--- src/rtl/newmot_wb_pkg.sv ---
// Shared types and defaults for the newmot two-master Wishbone arbiter.
package newmot_wb_pkg;

    localparam int NEWMOT_WB_ADR_W_DEFAULT   = 30;
    localparam int NEWMOT_WB_DAT_W_DEFAULT   = 32;
    localparam int NEWMOT_WB_TIMEOUT_DEFAULT = 255;

    typedef enum logic [1:0] {
        ST_IDLE = 2'd0,
        ST_OWN  = 2'd1,
        ST_ERR  = 2'd2
    } wb_state_e;

    typedef enum logic {
        OWNER_M0 = 1'b0,
        OWNER_M1 = 1'b1
    } wb_owner_e;

    // A zero limit still needs a one-bit counter so the port widths stay legal.
    function automatic int wd_cnt_width(input int limit);
        return (limit < 1) ? 1 : $clog2(limit + 1);
    endfunction

endpackage

--- src/rtl/newmot_wb_watchdog.sv ---
// Saturating stall counter; expired is high while the count sits at LIMIT.
module newmot_wb_watchdog
    import newmot_wb_pkg::*;
#(
    parameter int LIMIT = NEWMOT_WB_TIMEOUT_DEFAULT
) (
    input  logic clk,
    input  logic rst_n,
    input  logic clr,
    input  logic inc,
    output logic expired
);

    localparam int              CNT_W   = wd_cnt_width(LIMIT);
    localparam logic [CNT_W-1:0] LIMIT_C = CNT_W'(LIMIT);
    localparam bit              ENABLED = (LIMIT != 0);

    logic [CNT_W-1:0] cnt;

    always_ff @(posedge clk) begin
        if (!rst_n || clr) begin
            cnt <= '0;
        end else if (inc && (cnt != LIMIT_C)) begin
            cnt <= cnt + 1'b1;
        end
    end

    assign expired = ENABLED && (cnt == LIMIT_C);

endmodule

--- src/rtl/newmot_wb_arbiter.sv ---
// Round-robin two-master Wishbone arbiter, locked per bus cycle, with a
// per-transfer watchdog that forces an error termination on a silent slave.
module newmot_wb_arbiter
    import newmot_wb_pkg::*;
#(
    parameter int ADR_W   = NEWMOT_WB_ADR_W_DEFAULT,
    parameter int DAT_W   = NEWMOT_WB_DAT_W_DEFAULT,
    parameter int TIMEOUT = NEWMOT_WB_TIMEOUT_DEFAULT
) (
    input  logic             sys_clk,
    input  logic             sys_rst_n,

    input  logic             m0_cyc,
    input  logic             m0_stb,
    input  logic             m0_we,
    input  logic [3:0]       m0_sel,
    input  logic [ADR_W-1:0] m0_adr,
    input  logic [DAT_W-1:0] m0_dat_w,
    output logic [DAT_W-1:0] m0_dat_r,
    output logic             m0_ack,
    output logic             m0_err,

    input  logic             m1_cyc,
    input  logic             m1_stb,
    input  logic             m1_we,
    input  logic [3:0]       m1_sel,
    input  logic [ADR_W-1:0] m1_adr,
    input  logic [DAT_W-1:0] m1_dat_w,
    output logic [DAT_W-1:0] m1_dat_r,
    output logic             m1_ack,
    output logic             m1_err,

    output logic             s_cyc,
    output logic             s_stb,
    output logic             s_we,
    output logic [3:0]       s_sel,
    output logic [ADR_W-1:0] s_adr,
    output logic [DAT_W-1:0] s_dat_w,
    input  logic [DAT_W-1:0] s_dat_r,
    input  logic             s_ack,

    output logic [1:0]       grant
);

    wb_state_e state, state_nxt;
    wb_owner_e owner, owner_nxt;
    wb_owner_e last, last_nxt;

    logic             own_cyc;
    logic             own_stb;
    logic             own_we;
    logic [3:0]       own_sel;
    logic [ADR_W-1:0] own_adr;
    logic [DAT_W-1:0] own_dat_w;

    logic in_own;
    logic in_err;
    logic pick_m1;
    logic bus_ack;
    logic wd_clr;
    logic wd_inc;
    logic wd_expired;

    always_comb begin
        if (owner == OWNER_M1) begin
            own_cyc   = m1_cyc;
            own_stb   = m1_stb;
            own_we    = m1_we;
            own_sel   = m1_sel;
            own_adr   = m1_adr;
            own_dat_w = m1_dat_w;
        end else begin
            own_cyc   = m0_cyc;
            own_stb   = m0_stb;
            own_we    = m0_we;
            own_sel   = m0_sel;
            own_adr   = m0_adr;
            own_dat_w = m0_dat_w;
        end
    end

    // On a tie the master that did not win last time gets the bus.
    assign pick_m1 = m1_cyc & (~m0_cyc | (last == OWNER_M0));

    always_comb begin
        state_nxt = state;
        owner_nxt = owner;
        last_nxt  = last;
        case (state)
            ST_IDLE: begin
                if (m0_cyc || m1_cyc) begin
                    state_nxt = ST_OWN;
                    owner_nxt = pick_m1 ? OWNER_M1 : OWNER_M0;
                    last_nxt  = pick_m1 ? OWNER_M1 : OWNER_M0;
                end
            end
            ST_OWN: begin
                if (!own_cyc) begin
                    state_nxt = ST_IDLE;
                end else if (wd_expired) begin
                    state_nxt = ST_ERR;
                end
            end
            ST_ERR: begin
                state_nxt = own_cyc ? ST_OWN : ST_IDLE;
            end
            default: begin
                state_nxt = ST_IDLE;
            end
        endcase
    end

    always_ff @(posedge sys_clk) begin
        if (!sys_rst_n) begin
            state <= ST_IDLE;
            owner <= OWNER_M0;
            last  <= OWNER_M1;
        end else begin
            state <= state_nxt;
            owner <= owner_nxt;
            last  <= last_nxt;
        end
    end

    assign in_own = (state == ST_OWN);
    assign in_err = (state == ST_ERR);

    assign s_cyc   = in_own & own_cyc;
    assign s_stb   = in_own & own_cyc & own_stb;
    assign s_we    = in_own & own_we;
    assign s_sel   = in_own ? own_sel   : '0;
    assign s_adr   = in_own ? own_adr   : '0;
    assign s_dat_w = in_own ? own_dat_w : '0;

    // s_stb is already zero outside OWN, so a late ack in ERR cannot leak.
    assign bus_ack = s_ack & s_stb;

    assign m0_ack   = bus_ack & (owner == OWNER_M0);
    assign m1_ack   = bus_ack & (owner == OWNER_M1);
    assign m0_err   = in_err  & (owner == OWNER_M0);
    assign m1_err   = in_err  & (owner == OWNER_M1);
    assign m0_dat_r = (in_own && (owner == OWNER_M0)) ? s_dat_r : '0;
    assign m1_dat_r = (in_own && (owner == OWNER_M1)) ? s_dat_r : '0;

    assign grant = (in_own || in_err) ? {owner == OWNER_M1, owner == OWNER_M0} : 2'b00;

    assign wd_inc = s_stb & ~s_ack;
    assign wd_clr = ~in_own | ~s_stb | s_ack;

    newmot_wb_watchdog #(
        .LIMIT (TIMEOUT)
    ) u_watchdog (
        .clk     (sys_clk),
        .rst_n   (sys_rst_n),
        .clr     (wd_clr),
        .inc     (wd_inc),
        .expired (wd_expired)
    );

endmodule

--- config.mk ---
export PLATFORM = sky130hd
export DESIGN_NAME = newmot_wb_arbiter
export DESIGN_NICKNAME = d
export VERILOG_FILES = /design/src/rtl/newmot_wb_pkg.sv /design/src/rtl/newmot_wb_watchdog.sv /design/src/rtl/newmot_wb_arbiter.sv
export SDC_FILE = /design/constraint.sdc
export NUM_CORES = 1
export LEC_CHECK = 0
export BUFFER_PORTS_ARGS = -buffer_cell sky130_fd_sc_hd__buf_2
export CORE_AREA = 3 3 119 121
export DETAILED_ROUTE_END_ITERATION = 12
export DIE_AREA = 0 0 122 124
export MAX_ROUTING_LAYER = met4
export SLEW_MARGIN = 20
export SYNTH_ARGS = -nofsm -noshare
export SYNTH_HDL_FRONTEND = slang
export SYNTH_HIERARCHICAL = 1
export SYNTH_SLANG_ARGS = --single-unit
--- constraint.sdc ---
create_clock -name sys_clk -period 2.9 [get_ports sys_clk]
set_input_delay 0.29 -clock sys_clk [delete_from_list [all_inputs] [get_ports sys_clk]]
set_output_delay 0.29 -clock sys_clk [all_outputs]
set_load 0.05 [all_outputs]
Yosys cells after proc, flatten, opt, wreduce, memory -nomap -nowiden
Index checks and enable logic that the tools add are counted.
Word-level totals
  register bits after elaboration: 12
  logic and storage cells: 58
Operators by class
  add/sub/neg operators: 1
  eq/ne operators: 6
  multiplexer cells: 18
  bitwise logic cells: 19
  reduce and logical (&&, ||, !) cells: 10
Operators with widths (count)
  $mux 32: 4
  $mux 30: 2
  $and 1x1->1: 10
  $add 8x1->8 const B: 1
  $eq 8x8->1 const B: 1
  $mux 2: 4
  $mux 4: 2
  $ne 8x8->1 const B: 1
  $not 1->1: 6
  $pmux 2 s3: 1
  $mux 1: 5
  $reduce_and 2->1: 2
  $logic_and 1x1->1: 3
  $logic_or 1x1->1: 3
  $ne 3x2->1 const B: 1
  $or 1x1->1: 3
  $eq 2x1->1 const B: 1
  $eq 2x2->1 const B: 1
  $logic_not 2->1: 1
  $ne 2x2->1 const B: 1
  $logic_not 1->1: 1

Depth between registers and ports, before layout
  depth after elaboration: 7
  depth in mapped cells: 8
  gate-level depth less buffers: 7

Hierarchy
The synthesis kept the hierarchy.
Modules (own cells, without submodules)
  newmot_wb_arbiter: times used 1, cells an instance 270, area an instance 1796.7 um^2, sequential area each 80.1 um^2
  newmot_wb_watchdog: times used 1, cells an instance 44, area an instance 404.1 um^2, sequential area each 160.2 um^2

Worst setup path before layout
No wires, ideal clock.
  path kind: register to output
  from: register state[1]
  to: output port m0_ack
  arrival time: 2154 ps
  path slack: 456 ps
  cell stages (with the launch flop): 6
  path buffers: 1
  path through: dfxtp_1 -> inv_1 -> ha_1 -> clkbuf_1 -> o21ai_1 -> nor3b_1
On the way
  word-level cells in the longest chain between the ends: 5
RTL lines
  from (decl): RTL line newmot_wb_arbiter.sv:45  | wb_state_e state, state_nxt;
  from (signal assigned): RTL line newmot_wb_arbiter.sv:119  | state <= state_nxt;
  $eq 2x1->1: RTL line newmot_wb_arbiter.sv:125  | assign in_own = (state == ST_OWN);
  $and 1x1->1 (2 in series): RTL line newmot_wb_arbiter.sv:129  | assign s_stb = in_own & own_cyc & own_stb;
  $and 1x1->1: RTL line newmot_wb_arbiter.sv:136  | assign bus_ack = s_ack & s_stb;
  $and 1x1->1: RTL line newmot_wb_arbiter.sv:138  | assign m0_ack = bus_ack & (owner == OWNER_M0);
  to (decl): RTL line newmot_wb_arbiter.sv:20  | output logic m0_ack,
Every way passes these cells.

Final worst setup path
  from: register owner
  to: output port s_adr[2]
On the way
  word-level cells in the longest chain between the ends: 2
RTL lines
  from (decl): RTL line newmot_wb_arbiter.sv:46  | wb_owner_e owner, owner_nxt;
  from (signal assigned): RTL line newmot_wb_arbiter.sv:120  | owner <= owner_nxt;
  $mux 30: RTL line newmot_wb_arbiter.sv:65  | if (owner == OWNER_M1) begin
  $mux 30: RTL line newmot_wb_arbiter.sv:132  | assign s_adr = in_own ? own_adr : '0;
  to (decl): RTL line newmot_wb_arbiter.sv:37  | output logic [ADR_W-1:0] s_adr,
Every way passes these cells.

==> impl_metrics.csv <==
group,metric,value,unit
placed_design,gp_congestion,0.859,
routing,drt-total-wl,10.1,mm
routing,routed_via_density,4.16,
logic_synthesis,synthDistinctLibCells,38,
min_path,holdCritPathClass,"primary input to flip-flop",
placed_design,dp_hpwl,8.55,mm
routing,first_iter_violations,189,
final_layout,area_growth_syn_to_layout,83.3,%
global_routing,grt_pass1_wl,14.8,mm
final_layout,num_antenna_cells,0,
final_layout,post-route-util,30.6,%
cts,clock_path_buffers,2,
min_path,hold_end,"last$_SDFFE_PN1P_",
sta,hold_violations,0,
cts,cts_resized,0,
critical_path,worstPathArrival,1.86,ns
global_routing,grt_pass1_vias,2985,
critical_path,cp-end-kind,"output pin",
power,peakVddDrop,0.000191,V
sta,rsz0062_at_grt,"false",
critical_path,cp.required,2.61,ns
flow_run,maxCapViolCount,0,
logic_synthesis,yosys-top-cells-area,"mux2i_1 (31%), nor2_1 (12%), dfxtp_1 (11%)",
min_path,min_path_cells,2,
critical_path,crit_path_cell_trace,"buf_4 > mux2i_1 > nor2_1 > buf_2",
final_layout,final_area,0.00404,sq mm
routing,remaining_drc_errors,0,
cts,cts_made_buffers,3,
critical_path,r2r-end,"u_watchdog/cnt[7]$_SDFFE_PP0P_",
routing,first_pass_iters,4,
cts,clock_latency,0.24,ns
placed_design,dp_cells,780,
critical_path,cp_slowest_stage_delay,0.61,ns
die,initial_core_util,16.7,%
sta,fin_skew,0.00140,ns
placed_design,dp_slack,0.966,ns
final_layout,final_common_cell,"buf_2",
sta,tightest_slew,0.432,ns
routing,vias,3259,
global_routing,grt_max_degree,69,
critical_path,start_kind,"flip-flop",
logic_synthesis,synthCells,314,
critical_path,critical_path_buf_inv_count,2,
sta,relSlewSlack,71.2,%
critical_path,worstSetupPathType,"flip-flop to output pin",
logic_synthesis,synth_enable_flop_cells,0,
die,boundaryPins,312,
cts,cts_tree,"built",
final_layout,final_nets,787,
cts,clock_sinks,12,
logic_synthesis,yosysWarningCount,6,
critical_path,r2r_cells,6,
critical_path,r2r-start,"owner$_SDFFE_PN0P_",
run_status,status,"finished clean",
die,die_x,122,um
power,power.density,393,mW/mm^2
final_layout,fin_cells,784,
critical_path,crit_family,"buffers and inverters",
global_routing,antenna_found_initial,0,
die,die_h,124,um
logic_synthesis,synth.cell_area,0.00220,sq mm
sta,finalWorstSetupSlack,0.746,ns
logic_synthesis,ys_seq_area_share,10.9,%
min_path,holdCritStartpoint,"sys_rst_n",
global_routing,grt-ovfl-total,0,
final_layout,n_fill_cell,1441,
logic_synthesis,avgSynthCellArea,7.01,sq um
sta,hold_ws,0.287,ns
sta,period_share,74.3,%
logic_synthesis,synth_area_leader_cell,"mux2i_1",
final_layout,drive_gt1_share,53.8,%
sta,report.final.slew_viol_count,0,
global_routing,grtUsageTotal,12.1,%
logic_synthesis,synth_nets,492,
die,die_area,0.0151,sq mm
cts,post_cts_buffers,0,
die,num_rows,42,
placed_design,portBuffers,311,
logic_synthesis,synthArstFlopShare,0,%
cts,cts_root_buf,"clkbuf_16",
routing,final_antenna_net_count,0,
sta,fin_crit,2.15,ns
placed_design,post_dp_cell_area,0.00395,sq mm
critical_path,ff2ff_setup_slack,0.94,ns
power,p_total,1.58,mW
cts,h-tree-depth,1,
logic_synthesis,ys.flop_type,"dfxtp_1",
cts,clk_pin_slew,0.04,ns
logic_synthesis,synth-seq-cells,12,
die,fp.coreArea,0.0132,sq mm
sta,tns,0,ns
critical_path,crit_slowest_cell,"dfxtp_4",
sta,setup-violations-final,0,
cts,cts_hold_buf,0,
sta,fmax,0.464,GHz
final_layout,final_cell_mix,"buf_2 (310), nor2_1 (70), mux2i_1 (69)",
logic_synthesis,synth_top_area_share,31.4,%
power,cellLeakagePower,2.37,nW
routing,wl_per_cell,12.9,um
critical_path,critical_path.max_fanout,27,
## layout make-up
type / instances / area (sq um) / area share (%)
well taps: 176 / 220 / 5.46
multi-input cells: 269 / 1820 / 45.1
inverters: 7 / 26.3 / 0.651
flip-flops and latches: 12 / 244 / 6.05
repair buffers: 316 / 1630 / 40.5
clock buffers: 4 / 88.8 / 2.20
## worst max-delay path by stage
stage / start / slack [ns] / cells past startpoint / end
3_3_place_gp: owner$_SDFFE_PN0P_ / 0.97 / 4 / s_adr[2]
3_5_place_dp: owner$_SDFFE_PN0P_ / 0.97 / 4 / s_adr[2]
5_1_grt: owner$_SDFFE_PN0P_ / 0.61 / 5 / m0_dat_r[19]
6_report: owner$_SDFFE_PN0P_ / 0.75 / 4 / s_adr[2]
2_1_floorplan: state[1]$_SDFFE_PN0P_ / 0.46 / 5 / m0_ack
4_1_cts: owner$_SDFFE_PN0P_ / 0.71 / 4 / s_adr[2]
## power breakdown
| group | total, mW | internal (mW) | switching, mW | leakage (nW) |
|---|---|---|---|---|
| combinational | 1.12 | 0.324 | 0.792 | 2.23 |
| clock | 0.280 | 0.208 | 0.0721 | 0.0442 |
| sequential | 0.188 | 0.171 | 0.0173 | 0.0981 |
## cells in the mapped netlist (2+ instances only)
master and count:
ha_1 5, a31oi_1 5, a211oi_1 2, nor3_1 3
nand4_1 4, dfxtp_1 12, clkbuf_1 15, a21oi_1 5
nand2b_1 3, buf_1 3, buf_4 2, nand2_1 10
and4_1 2, and3_1 34, nor2_1 70, inv_1 6
nor2b_1 3, and2_1 35, buf_2 6, mux2i_1 69
nor3b_1 3
## metal layers
metal	vias to the layer above	global-route usage, %	part of all wire [%]
li1	1676	-	-
met1	1394	15.2	41
met2	183	21.6	50
met3	6	1.23	8.7
met4	0	1.54	0.60
met5	-	-	0
## sequential cells by signal, summed over array words and instances (netlist names)
name,count
u_watchdog/cnt,8
state,2
last,1
owner,1
## kinds of logic after synthesis
family	share of synthesized area [%]
AND/OR/NAND/NOR	41.2
multiplexers	32.1
buffers and inverters	6.31
AO/OA/AOI/OAI	6.71
flip-flops	10.9
adder cells (fa/ha/maj)	2.84
No activity file was read; power rests on OpenSTA's default activity.
